==> config.mk <==
export PLATFORM = sky130hd
export DESIGN_NAME = vga_frame_sequencer
export DESIGN_NICKNAME = d
export VERILOG_FILES = /design/src/rtl/vga_frame_sequencer.sv
export SDC_FILE = /design/constraint.sdc
export NUM_CORES = 1
export LEC_CHECK = 0
export CAP_MARGIN = 20
export CELL_PAD_IN_SITES_DETAIL_PLACEMENT = 1
export CELL_PAD_IN_SITES_GLOBAL_PLACEMENT = 2
export CORE_AREA = 3 3 146 148
export CTS_BUF_LIST = sky130_fd_sc_hd__clkbuf_8
export DETAILED_ROUTE_END_ITERATION = 12
export DIE_AREA = 0 0 149 151
export PLACE_DENSITY = 0.95
export SLEW_MARGIN = 10
export SYNTH_ARGS = -nofsm -noshare
export SYNTH_HDL_FRONTEND = slang
export SYNTH_SLANG_ARGS = --single-unit
==> constraint.sdc <==
create_clock -name clk -period 6 [get_ports clk]
set_input_delay 0.9 -clock clk [delete_from_list [all_inputs] [get_ports clk]]
set_output_delay 0.9 -clock clk [all_outputs]
set_load 0.005 [all_outputs]
==> src/rtl/vga_frame_sequencer.sv <==
// rtl/vga_frame_sequencer.sv - VGA timing, pixel coordinates and bouncing-object position sequencer
// Object motion is built only when VGA_OBJ_MOTION_EN is defined; otherwise the object sits at the centre.
module vga_frame_sequencer #(
  parameter int H_ACTIVE = 640,
  parameter int H_FP     = 16,
  parameter int H_SYNC   = 96,
  parameter int H_BP     = 48,
  parameter int V_ACTIVE = 480,
  parameter int V_FP     = 10,
  parameter int V_SYNC   = 2,
  parameter int V_BP     = 33,
  parameter int OBJ_W    = 64,
  parameter int OBJ_H    = 48,
  parameter int STEP     = 1
) (
  input  logic        clk,
  input  logic        reset_n,
  input  logic        pix_en,
  input  logic        run,
  output logic [31:0] Cx,
  output logic [31:0] Cy,
  output logic        enable,
  output logic        VGA_HS,
  output logic        VGA_VS,
  output logic [31:0] Ox,
  output logic [31:0] Oy,
  output logic [31:0] Ow,
  output logic [31:0] Oh,
  output logic        frame_tick
);

  localparam int H_TOTAL = H_ACTIVE + H_FP + H_SYNC + H_BP;
  localparam int V_TOTAL = V_ACTIVE + V_FP + V_SYNC + V_BP;

  localparam logic [31:0] H_LAST   = 32'(H_TOTAL - 1);
  localparam logic [31:0] V_LAST   = 32'(V_TOTAL - 1);
  localparam logic [31:0] V_UPD    = 32'(V_ACTIVE - 1);
  localparam logic [31:0] X_CENTRE = 32'((H_ACTIVE - OBJ_W) / 2);
  localparam logic [31:0] Y_CENTRE = 32'((V_ACTIVE - OBJ_H) / 2);

  typedef enum logic [1:0] {
    PH_ACTIVE,
    PH_FRONT,
    PH_SYNC,
    PH_BACK
  } phase_t;

  phase_t      h_state, h_nx;
  phase_t      v_state, v_nx;
  logic [31:0] cx_nx, cy_nx;
  logic        en_nx, hs_nx, vs_nx;
  logic        upd;

  // Phase is a pure function of the count so zero-length porches still decode correctly.
  function automatic phase_t phase_of(input logic [31:0] c, input int act, input int fp,
                                      input int sync);
    phase_t p;
    if (c < 32'(act))                  p = PH_ACTIVE;
    else if (c < 32'(act + fp))        p = PH_FRONT;
    else if (c < 32'(act + fp + sync)) p = PH_SYNC;
    else                               p = PH_BACK;
    return p;
  endfunction

  always_ff @(posedge clk or negedge reset_n) begin
    if (!reset_n) begin
      Cx         <= '0;
      Cy         <= '0;
      h_state    <= PH_ACTIVE;
      v_state    <= PH_ACTIVE;
      enable     <= 1'b0;
      VGA_HS     <= 1'b1;
      VGA_VS     <= 1'b1;
      frame_tick <= 1'b0;
    end else begin
      Cx         <= cx_nx;
      Cy         <= cy_nx;
      h_state    <= h_nx;
      v_state    <= v_nx;
      enable     <= en_nx;
      VGA_HS     <= hs_nx;
      VGA_VS     <= vs_nx;
      frame_tick <= upd;
    end
  end

  // Sync/enable are decoded from the next counts so they register alongside Cx/Cy.
  always_comb begin
    cx_nx = Cx;
    cy_nx = Cy;
    h_nx  = h_state;
    v_nx  = v_state;
    en_nx = enable;
    hs_nx = VGA_HS;
    vs_nx = VGA_VS;
    upd   = 1'b0;
    if (pix_en) begin
      if (Cx == H_LAST) begin
        cx_nx = '0;
        cy_nx = (Cy == V_LAST) ? '0 : Cy + 32'd1;
        upd   = (Cy == V_UPD);
      end else begin
        cx_nx = Cx + 32'd1;
      end
      h_nx  = phase_of(cx_nx, H_ACTIVE, H_FP, H_SYNC);
      v_nx  = phase_of(cy_nx, V_ACTIVE, V_FP, V_SYNC);
      hs_nx = (h_nx != PH_SYNC);
      vs_nx = (v_nx != PH_SYNC);
      en_nx = (h_nx == PH_ACTIVE) && (v_nx == PH_ACTIVE);
    end
  end

  assign Ow = 32'(OBJ_W);
  assign Oh = 32'(OBJ_H);

`ifdef VGA_OBJ_MOTION_EN
  localparam logic [31:0] X_MAX  = 32'(H_ACTIVE - OBJ_W);
  localparam logic [31:0] Y_MAX  = 32'(V_ACTIVE - OBJ_H);
  localparam logic [31:0] STEP_U = 32'(STEP);

  logic        dx, dy, dx_nx, dy_nx;
  logic [31:0] ox_nx, oy_nx;

  always_ff @(posedge clk or negedge reset_n) begin
    if (!reset_n) begin
      Ox <= X_CENTRE;
      Oy <= Y_CENTRE;
      dx <= 1'b1;
      dy <= 1'b1;
    end else begin
      Ox <= ox_nx;
      Oy <= oy_nx;
      dx <= dx_nx;
      dy <= dy_nx;
    end
  end

  // Moving towards zero compares before subtracting, so the position never wraps.
  always_comb begin
    ox_nx = Ox;
    oy_nx = Oy;
    dx_nx = dx;
    dy_nx = dy;
    if (upd && run) begin
      if (dx) begin
        if (Ox + STEP_U >= X_MAX) begin
          ox_nx = X_MAX;
          dx_nx = 1'b0;
        end else begin
          ox_nx = Ox + STEP_U;
        end
      end else if (Ox <= STEP_U) begin
        ox_nx = '0;
        dx_nx = 1'b1;
      end else begin
        ox_nx = Ox - STEP_U;
      end
      if (dy) begin
        if (Oy + STEP_U >= Y_MAX) begin
          oy_nx = Y_MAX;
          dy_nx = 1'b0;
        end else begin
          oy_nx = Oy + STEP_U;
        end
      end else if (Oy <= STEP_U) begin
        oy_nx = '0;
        dy_nx = 1'b1;
      end else begin
        oy_nx = Oy - STEP_U;
      end
    end
  end
`else
  logic unused_run;

  assign Ox         = X_CENTRE;
  assign Oy         = Y_CENTRE;
  assign unused_run = run;
`endif

endmodule
==> impl_metrics.tcl <==
set metrics [dict create \
    core-area_um2 20200 \
    critPathMaxStageDelay_ns 0.74 \
    netlist_top_cells_area "dfrtp_1, buf_4, xnor2_1" \
    cts_made_buffers 9 \
    hold_buffers 0 \
    worstHoldPathType "register to register" \
    drtIter0Drc 300 \
    num_vias 4972 \
    post_cts_buffers 0 \
    finalClockSkew_ns 0.0150 \
    crit_cells 8 \
    die_x_um 149 \
    diodes 0 \
    drcViolationCount 0 \
    startpoint_type "register" \
    path_cells "nand4_1 > nor3_1 > xnor2_1 > a41oi_1 > or4_4 > a2111oi_4 > nand4_1 > o32a_1" \
    fin_tns_setup_ns 0 \
    min_period_ns 3.58 \
    wl_per_cell_um 16.6 \
    fin_area_um2 6420 \
    synth_edf_count 0 \
    peakVddDrop_mv 0.0746 \
    grt_pass1_wl_um 26800 \
    crit_fanout 15 \
    syn_area_per_cell_um2 8.19 \
    ys_seq_area_frac 0.292 \
    fillers 2463 \
    grt_antenna_before_repair 0 \
    post_dp_cell_area_um2 6160 \
    max_slew_margin 0.391 \
    grt_usage 0.148 \
    cts_buffer_depth 2 \
    die_y_um 151 \
    hpwlAfterDp_um 12400 \
    clock-sinks 68 \
    path_clk_slew_ns 0.08 \
    ff2ff_setup_slack_ns 2.42 \
    maxSlewViolCount 0 \
    port_buffers 70 \
    power_mw 1.22 \
    hold_depth 1 \
    postRouteWirelength_um 16900 \
    syn_inst 712 \
    clk_latency_ns 0.38 \
    rsz0062_at_grt "no" \
    status "finished clean" \
    timing.final.crit_share 0.597 \
    grt_max_degree 69 \
    ios 200 \
    ys.flop_type "dfrtp_1" \
    worst_slew_pin_slew_ns 0.914 \
    routed_via_density 4.89 \
    path_delay_family "simple AND/OR/NAND/NOR gates" \
    syn_to_final_growth_pct 10.2 \
    synthDistinctLibCells 69 \
    yosys.area.top_type "dfrtp_1" \
    synth-async-reset-ratio 1.00 \
    reg2regPathDepth 8 \
    grt_pass1_vias 4800 \
    powerDensity_nw_per_um2 189 \
    grt-ovfl-total 0 \
    synth_warnings 0 \
    fmax_mhz 279 \
    fp-row-count 52 \
    leakagePower_nw 2.63 \
    hold_viol_final 0 \
    tritoncts "done" \
    synth_area_um2 5830 \
    drive_gt1_frac 0.0603 \
    ys_top_cells_by_count "buf_4, nand2_1, dfrtp_1, nor2_1, xnor2_1" \
    yosysMostFrequentCell "buf_4" \
    die_area_um2 22500 \
    cts-root-buf "clkbuf_8" \
    cp.required_ns 6.30 \
    worstPathArrival_ns 3.88 \
    setup_viol 0 \
    cts_resized 0 \
    crit_buf_inv 0 \
    ys_ff_latch 68 \
    cap_violations 0 \
    worst-setup-path-type "register to register" \
    ant_nets 0 \
    firstDrtPassIters 4 \
    dp_cells 1000 \
    start_util 0.289 \
    cp_common_cell "nand4_1" \
    synth_top_area_frac 0.283 \
    end_kind "register" \
    nets 748 \
    htreeDepth 3 \
    dp_slack_ns 2.32 \
    fin_ws_ns 2.42 \
    cp_slowest_cell "nor3_1" \
    routabilityCongestion 0.820 \
    final_cell_count_no_fill 1016 \
]
-- logic make-up (layout without fill, tap and decap cells) --
family | after synthesis | in the layout | share of synthesized area
compound gates | 99 | 99 | 0.117
xor+xnor | 60 | 60 | 0.0902
fa+ha+maj | 3 | 3 | 0.00644
buf+inv | 194 | 102 | 0.216
flops | 68 | 68 | 0.292
mux | 6 | 6 | 0.0103
other cells | 2 | 128 | 0.00129
simple gates | 280 | 280 | 0.266
-- cell usage in the layout (no fill, tap or decap), types with 13 or more instances in the layout --
cell             netlist  layout
clkdlybuf4s50_1        0      69
conb_1                 2     128
dfrtp_1               66      66
nand2_1               70      70
nand3_1               36      36
nand4_1               34      34
nor2_1                41      41
nor3_1                23      23
nor4_1                20      20
o21ai_0               32      32
o31ai_1               13      13
xnor2_1               41      41
xor2_1                19      19
-- state kept, by name, summed over array words and instances (netlist names) --
name	count
enable	1
VGA_VS	1
Cy	32
VGA_HS	1
frame_tick	1
Cx	32
-- worst paths after layout --
kind	start	to
setup reg to reg	Cx[8]	VGA_HS
setup / recovery	Cx[8]	VGA_HS
hold / removal	Cy[28]	Cy[28]
hold reg to reg	Cy[28]	Cy[28]
min in group asynchronous	reset_n	Cx[20]
max in group asynchronous	reset_n	Cy[24]
-- through the flow --
stage / hold WS, ns / util
floorplan: 0.506 / -
global placement: 0.527 / 0.306
detailed placement: 0.535 / 0.306
CTS: 0.548 / 0.319
global route: 0.571 / 0.319
finish: 0.538 / 0.319
-- worst reg2reg max path, stage by stage, from the launching register on --
cell	delay [ns]
dfrtp_1	0.70
nand4_1	0.26
nor3_1	0.74
xnor2_1	0.20
a41oi_1	0.16
or4_4	0.59
a2111oi_4	0.19
nand4_1	0.28
o32a_1	0.40
-- routing by layer --
| metal | vias up | part of all wire | track usage |
|---|---|---|---|
| met1 | 2498 | 0.43 | 0.195 |
| met3 | 13 | 0.060 | 0.0266 |
| li1 | 2304 | - | - |
| met2 | 157 | 0.50 | 0.251 |
| met5 | - | 0 | 0 |
| met4 | 0 | 0.0097 | 0.0394 |
-- report_power, final --
group	switching [mW]	total (mW)	internal (mW)
clock network	0.202	0.519	0.317
logic	0.0910	0.163	0.0722
registers	0.0549	0.533	0.478
total	0.348	1.22	0.868
-- final cells by class --
| type | instances | area (um2) | share of cell area |
|---|---|---|---|
| clock inverters | 7 | 139 | 0.0216 |
| repair buffers | 77 | 748 | 0.116 |
| flip-flops and latches | 68 | 1700 | 0.265 |
| inverters | 9 | 33.8 | 0.00526 |
| clock buffers | 9 | 124 | 0.0193 |
| multi-input cells | 576 | 3340 | 0.520 |
| well taps | 270 | 338 | 0.0526 |
Power figures use the tool's default switching activity.
